[config.mk]
export PLATFORM = sky130hd
export DESIGN_NAME = uart_alu_seq
export DESIGN_NICKNAME = d
export VERILOG_FILES = /design/src/rtl/uart_alu_pkg.sv /design/src/rtl/uart_byte_fifo.sv /design/src/rtl/uart_alu_seq.sv
export SDC_FILE = /design/constraint.sdc
export NUM_CORES = 1
export LEC_CHECK = 0
export BUFFER_PORTS_ARGS = -buffer_cell sky130_fd_sc_hd__buf_2
export CORE_MARGIN = 3
export CORE_UTILIZATION = 45
export CTS_BUF_LIST = sky130_fd_sc_hd__clkbuf_2
export DETAILED_ROUTE_END_ITERATION = 8
export PLACE_DENSITY_LB_ADDON = 0.25
export SLEW_MARGIN = 5
export SYNTH_ARGS = -nofsm -noshare
export SYNTH_HDL_FRONTEND = slang
export SYNTH_HIERARCHICAL = 1
export SYNTH_SLANG_ARGS = --single-unit
[constraint.sdc]
create_clock -name clk_i -period 3.1 [get_ports clk_i]
set_input_delay 0.62 -clock clk_i [delete_from_list [all_inputs] [get_ports clk_i]]
set_output_delay 0.62 -clock clk_i [all_outputs]
set_load 0.03 [all_outputs]
[src/rtl/uart_alu_pkg.sv]
// Shared opcodes, FSM states and error codes for the UART ALU packet sequencer.
package uart_alu_pkg;

    localparam logic [7:0] OP_ECHO = 8'hEC;
    localparam logic [7:0] OP_ADD  = 8'hAD;
    localparam logic [7:0] OP_XOR  = 8'h58;

    localparam int HDR_BYTES = 4;

    typedef enum logic [2:0] {
        S_IDLE,
        S_HDR1,
        S_HDR2,
        S_HDR3,
        S_PAYLOAD,
        S_RESP,
        S_DRAIN
    } seq_state_e;

    typedef enum logic [1:0] {
        ERR_NONE     = 2'd0,
        ERR_FORMAT   = 2'd1,
        ERR_OVERFLOW = 2'd2,
        ERR_TIMEOUT  = 2'd3
    } err_code_e;

endpackage

[src/rtl/uart_byte_fifo.sv]
// Synchronous byte FIFO with a registered head; head is valid the cycle after the first push.
// Push when full without a same-cycle pop is ignored (caller flags overflow); pop when empty is ignored.
module uart_byte_fifo #(
    parameter int DEPTH = 8
) (
    input  logic       clk,
    input  logic       rst_n,
    input  logic       push_vld,
    input  logic [7:0] push_dat,
    input  logic       pop,
    output logic       full,
    output logic       empty,
    output logic [7:0] head_dat
);

    localparam int AW = $clog2(DEPTH);
    localparam logic [AW:0] FULL_CNT = (AW + 1)'(DEPTH);
    localparam logic [AW:0] ONE_CNT  = (AW + 1)'(1);

    logic [7:0]    mem [DEPTH];
    logic [AW-1:0] wr_ptr;
    logic [AW-1:0] rd_ptr;
    logic [AW:0]   count;
    logic          do_push;
    logic          do_pop;

    assign full    = (count == FULL_CNT);
    assign empty   = (count == '0);
    assign do_pop  = pop && !empty;
    // A pop frees the slot in the same edge, so push-while-full with pop is legal.
    assign do_push = push_vld && (!full || do_pop);

    always_ff @(posedge clk) begin
        if (do_push) begin
            mem[wr_ptr] <= push_dat;
        end
    end

    always_ff @(posedge clk or negedge rst_n) begin
        if (!rst_n) begin
            wr_ptr   <= '0;
            rd_ptr   <= '0;
            count    <= '0;
            head_dat <= '0;
        end else begin
            if (do_push) begin
                wr_ptr <= wr_ptr + 1'b1;
            end
            if (do_pop) begin
                rd_ptr <= rd_ptr + 1'b1;
            end
            case ({do_push, do_pop})
                2'b10:   count <= count + 1'b1;
                2'b01:   count <= count - 1'b1;
                default: count <= count;
            endcase
            // Head register tracks the entry that will be at rd_ptr after this edge.
            if (do_pop) begin
                if (count > ONE_CNT) begin
                    head_dat <= mem[rd_ptr + 1'b1];
                end else if (do_push) begin
                    head_dat <= push_dat;
                end
            end else if (do_push && empty) begin
                head_dat <= push_dat;
            end
        end
    end

endmodule

[src/rtl/uart_alu_seq.sv]
// Packet sequencer: parses RX command packets (echo/add/xor) and queues response bytes for UART TX.
// Echo bytes reach the FIFO one cycle after their strobe; RX has no backpressure, TX drains on valid&ready.
module uart_alu_seq #(
    parameter int FIFO_DEPTH     = 8,
    parameter int TIMEOUT_CYCLES = 500000
) (
    input  logic       clk_i,
    input  logic       rst_i,
    input  logic [7:0] rx_data_i,
    input  logic       rx_valid_i,
    output logic [7:0] tx_data_o,
    output logic       tx_valid_o,
    input  logic       tx_ready_i,
    output logic       busy_o,
    output logic       err_o,
    output logic [1:0] err_code_o
);

    import uart_alu_pkg::*;

    localparam int TW = $clog2(TIMEOUT_CYCLES + 1);
    localparam logic [TW-1:0] IDLE_LAST = TW'(TIMEOUT_CYCLES - 1);
    localparam logic [15:0] HDR_LEN = 16'(HDR_BYTES);

    seq_state_e    state;
    logic [7:0]    opcode;
    logic [7:0]    len_lo;
    logic [15:0]   remaining;
    logic [23:0]   word_sr;
    logic [31:0]   acc;
    logic [1:0]    byte_idx;
    logic [TW-1:0] idle_cnt;
    logic          push_vld;
    logic [7:0]    push_dat;

    logic          fifo_full;
    logic          fifo_empty;
    logic          pop;
    logic          overflow;
    logic [15:0]   len;
    logic [31:0]   word_next;
    logic [31:0]   acc_next;
    logic          known_op;
    logic          addxor_bad;
    logic          timeout;

    assign len        = {rx_data_i, len_lo};
    assign word_next  = {rx_data_i, word_sr};
    assign acc_next   = (opcode == OP_ADD) ? (acc + word_next) : (acc ^ word_next);
    assign known_op   = (opcode == OP_ECHO) || (opcode == OP_ADD) || (opcode == OP_XOR);
    // (len - 4) % 4 == len % 4, so the low two bits decide word alignment.
    assign addxor_bad = (opcode != OP_ECHO) && ((len < 16'd12) || (len[1:0] != 2'b00));

    assign tx_valid_o = !fifo_empty;
    assign pop        = tx_valid_o && tx_ready_i;
    assign overflow   = push_vld && fifo_full && !pop;
    assign timeout    = (state != S_IDLE) && !rx_valid_i && (idle_cnt == IDLE_LAST);
    assign busy_o     = (state != S_IDLE) || push_vld || !fifo_empty;

    uart_byte_fifo #(
        .DEPTH(FIFO_DEPTH)
    ) u_fifo (
        .clk      (clk_i),
        .rst_n    (rst_i),
        .push_vld (push_vld),
        .push_dat (push_dat),
        .pop      (pop),
        .full     (fifo_full),
        .empty    (fifo_empty),
        .head_dat (tx_data_o)
    );

    always_ff @(posedge clk_i or negedge rst_i) begin
        if (!rst_i) begin
            state      <= S_IDLE;
            opcode     <= '0;
            len_lo     <= '0;
            remaining  <= '0;
            word_sr    <= '0;
            acc        <= '0;
            byte_idx   <= '0;
            idle_cnt   <= '0;
            push_vld   <= 1'b0;
            push_dat   <= '0;
            err_o      <= 1'b0;
            err_code_o <= ERR_NONE;
        end else begin
            push_vld <= 1'b0;
            err_o    <= overflow;
            if (overflow) begin
                err_code_o <= ERR_OVERFLOW;
            end

            if (state == S_IDLE || rx_valid_i) begin
                idle_cnt <= '0;
            end else begin
                idle_cnt <= idle_cnt + 1'b1;
            end

            if (timeout) begin
                state      <= S_IDLE;
                acc        <= '0;
                err_o      <= 1'b1;
                err_code_o <= ERR_TIMEOUT;
            end else begin
                case (state)
                    S_IDLE: if (rx_valid_i) begin
                        opcode <= rx_data_i;
                        state  <= S_HDR1;
                    end
                    S_HDR1: if (rx_valid_i) begin
                        state <= S_HDR2;
                    end
                    S_HDR2: if (rx_valid_i) begin
                        len_lo <= rx_data_i;
                        state  <= S_HDR3;
                    end
                    S_HDR3: if (rx_valid_i) begin
                        remaining <= len - HDR_LEN;
                        byte_idx  <= '0;
                        acc       <= '0;
                        if (!known_op || (len < HDR_LEN) || addxor_bad) begin
                            err_o      <= 1'b1;
                            err_code_o <= ERR_FORMAT;
                            // Only drain when there is payload to swallow.
                            state      <= (len > HDR_LEN) ? S_DRAIN : S_IDLE;
                        end else if (len == HDR_LEN) begin
                            state <= S_IDLE;
                        end else begin
                            state <= S_PAYLOAD;
                        end
                    end
                    S_PAYLOAD: if (rx_valid_i) begin
                        remaining <= remaining - 1'b1;
                        if (opcode == OP_ECHO) begin
                            push_vld <= 1'b1;
                            push_dat <= rx_data_i;
                            if (remaining == 16'd1) begin
                                state <= S_IDLE;
                            end
                        end else begin
                            word_sr  <= word_next[31:8];
                            byte_idx <= byte_idx + 1'b1;
                            if (byte_idx == 2'd3) begin
                                acc <= acc_next;
                            end
                            // byte_idx wraps back to 0 here, ready to index RESP bytes.
                            if (remaining == 16'd1) begin
                                state <= S_RESP;
                            end
                        end
                    end
                    S_RESP: begin
                        push_vld <= 1'b1;
                        push_dat <= acc[{byte_idx, 3'b000} +: 8];
                        byte_idx <= byte_idx + 1'b1;
                        if (byte_idx == 2'd3) begin
                            state <= S_IDLE;
                        end
                        if (rx_valid_i) begin
                            err_o      <= 1'b1;
                            err_code_o <= ERR_TIMEOUT;
                        end
                    end
                    S_DRAIN: if (rx_valid_i) begin
                        remaining <= remaining - 1'b1;
                        if (remaining == 16'd1) begin
                            state <= S_IDLE;
                        end
                    end
                    default: state <= S_IDLE;
                endcase
            end
        end
    end

endmodule

==> out/metrics.csv <==
metric;value;unit
initial antenna violation count;1;
CP startpoint kind;register;
clock root buffer;clkbuf_2;
Hold Path Class;in -> reg;
post-detail-place hpwl;20.9;mm
grt ovf;0;
All-Layer GR Usage;21.1;%
fmax;0.345;GHz
via count;9149;
Skew-Pair Late Insertion Delay;0.87;ns
row count;58;
status;finished clean;
XOR/XNOR share of the synthesized area;4.10;%
Pint;6.82;mW
average wire per standard cell;18.9;um
area share of fa/ha/maj cells after synthesis;4.83;%
CTS sink count;206;
Distinct cells, synth;76;
number of global-route vias before repair;8801;
Synth Register Bits;206;
port buffer count;24;
Post-synth top flop;dfrtp_1;
Synth Cell Area;0.0116;sq mm
RSZ-0062 raised after global routing;false;
PD cells;969;mW/mm^2
first-pass GRT wire length;47.9;mm
Antenna Violating Nets Remaining;0;
die area;0.0277;sq mm
Top Ports;25;
post-synthesis simple-gate area fraction;15.5;%
Final Max Tran Viols;0;
Layout fillers;2339;
Rel. slew slack;30.1;%
Worst Path Arrival;2.28;ns
Seq/Total Area, Yosys;47.3;%
NetSw;5.50;mW
NumNets Final;1248;
Synth Area per Inst;10.2;sq um
largest family of logic cells by synthesized area;compound AO/OA/AOI/OAI gates;
Initial DRC Count;608;
Critical Path Source;u_fifo/count[1];
largest net degree at the start of global routing;53;
FF-to-FF Start;acc[0];
Sw Ratio;44.6;%
CTS tree;built;
H-tree lvl count;2;
hold path start;rx_data_i[3];
cell leakage power;5.23;nW
warnings from Yosys;6;
GP Congestion;0.923;
Seq pwr share;37.6;%
Horiz. Die Dim;166;um
Clk network pwr share;15.7;%
IR Drop Worst-Case VDD;0.810;mV
post-layout instance area;0.0127;sq mm
Least-Margin Pin Slew;1.04;ns
final hold vios;0;
gate count of the mapped netlist;1129;
Setup CP Type;reg -> out;
final period utilization;93.6;%
Core Footprint;0.0253;sq mm
drt via density;5.83;
Bufs on Longest Clock Path;3;
crit path max fanout;7;
Async SR Flop Fraction;68.9;%
worst clock skew;0.0928;ns
Placed Area;0.0122;sq mm
first drt pass iteration count;5;
Synth Area in Compound Gates;16.1;%
most frequent cells in the layout;dfrtp_1, nand2_1, a21oi_1;
DRC viols;0;
Final Critical Period;2.90;ns
Critical Path RT;2.48;ns
most common cell after layout, fill and taps aside;dfrtp_1;
Num CTS Buffers;55;
Layout area overhead;10.1;%
storage element area;0.00548;sq mm
Synth Net Count;1185;
total wire length;29.7;mm
max cap viols;0;
Die Ht;166;um
Clock Pin Slew Worst Setup and Hold Paths;0.14;ns
fraction of synthesized area in multiplexers;9.11;%
final setup fails;0;
share of cells above drive strength 1;19.6;%
area occupied by multi-input gates;0.00576;sq mm
power share of the combinational group;46.6;%
setup TNS;0;ns
EDFF count, synth;64;
Initial Util;45.8;%
CP Capture Type;output port;
## final cells by class
type                       instances  area share (%)
clock inverter                    20           0.806
inverter                          30           0.904
multi-input combinational        837            45.3
tap                              330            3.24
antenna                            1          0.0197
clock buffer                      83            3.26
timing repair buffer              62            3.45
sequential                       206            43.0
## power groups by stage
stage	registers [mW]	clock network, mW	logic, mW
2_1_floorplan	4.42	0	4.24
3_3_place_gp	4.65	0	5.58
3_5_place_dp	4.68	0	5.64
4_1_cts	4.63	2.04	5.70
5_1_grt	4.77	2.17	6.31
6_report	4.64	1.94	5.75
## worst max-delay path: stages (launching register included)
cell,delay [ns]
dfrtp_2,0.45
inv_2,0.11
ha_4,0.17
or3b_4,0.43
inv_4,0.10
nand3b_1,0.07
buf_2,0.18
## path summary, 6_finish.rpt
kind                              endpoint  cells after the start  slack [ns]
min                              len_lo[3]                      3        0.11
max reg2reg                        acc[22]                      9        0.34
min reg2reg                    idle_cnt[0]                      1        0.49
min in group asynchronous           acc[6]                      2        0.25
max                                 busy_o                      6        0.20
max in group asynchronous  u_fifo/count[0]                      3        2.11
## metrics by stage
stage / instances / hold WS (ns) / power [mW] / worst slack (ns) / utilization, %
after floorplan: 1129 / 0.324 / 8.66 / 0.431 / -
after global placement: 1464 / 0.475 / 10.2 / 0.373 / 48.2
after detailed placement: 1464 / 0.483 / 10.3 / 0.292 / 48.2
after CTS: 1568 / 0.0104 / 12.4 / 0.0113 / 50.4
after global routing: 1569 / 0.0733 / 13.2 / 0.0188 / 50.4
final: 1569 / 0.112 / 12.3 / 0.198 / 50.4
## cells in the mapped netlist, types with 7 or more instances
| master | number | area, sq um |
|---|---|---|
| dfrtp_1 | 142 | 3550 |
| nand2_1 | 124 | 465 |
| a21oi_1 | 86 | 430 |
| nor2_1 | 82 | 308 |
| o21ai_0 | 71 | 355 |
| edfxtp_1 | 64 | 1920 |
| mux2_2 | 58 | 653 |
| ha_1 | 43 | 538 |
| clkbuf_1 | 33 | 124 |
| nor3_1 | 30 | 150 |
| xnor2_1 | 29 | 254 |
| inv_1 | 28 | 105 |
| mux2i_1 | 22 | 220 |
| nand3_1 | 22 | 110 |
| xor2_1 | 22 | 193 |
| buf_2 | 19 | 95.1 |
| nand4_1 | 19 | 119 |
| or3_1 | 18 | 113 |
| o31ai_1 | 14 | 105 |
| o22ai_1 | 13 | 81.3 |
| a32o_1 | 11 | 110 |
| a21o_1 | 10 | 75.1 |
| a32oi_1 | 10 | 87.6 |
| nand2b_1 | 10 | 62.6 |
| nand3b_1 | 10 | 75.1 |
| nor4_1 | 10 | 62.6 |
| a22o_1 | 8 | 70.1 |
| mux4_2 | 8 | 180 |
| and3_1 | 7 | 43.8 |
| o21bai_1 | 7 | 52.6 |
## routing by layer
layer  global-route usage [%]  vias up  wire, um
li1                         -     4346         -
met1                     29.6     4465     13700
met2                     33.3      283     13500
met3                     4.40       55      1860
met4                     5.99        0       628
met5                        0        -         0
## sequential cells by signal, indices dropped and copies added, names as in the netlist, 3 cells and up
signal           flops
u_fifo/head_dat      8
u_fifo/wr_ptr        3
opcode               8
word_sr             24
u_fifo/rd_ptr        3
acc                 32
u_fifo/count         4
state                3
remaining           16
u_fifo/mem          64
len_lo               8
push_dat             8
idle_cnt            19
## what timing repair did
action / CTS / global route
hold buffers: 1 / 0
resized for setup: 3 / 5
endpoints found under the hold margin: 47 / 0
setup endpoints to repair: 2 / 2
pin swaps: 0 / 0
cloned: 0 / 0
buffers inserted: 0 / 0
## logic make-up after synthesis
family | after synthesis
DFF | 206
adders and majority gates | 44
muxes | 88
AOI/OAI and AO/OA | 289
xor gates and xnor gates | 52
buffers and inverters | 86
and+or+nand+nor | 364
(Power assumes the default switching activity.)
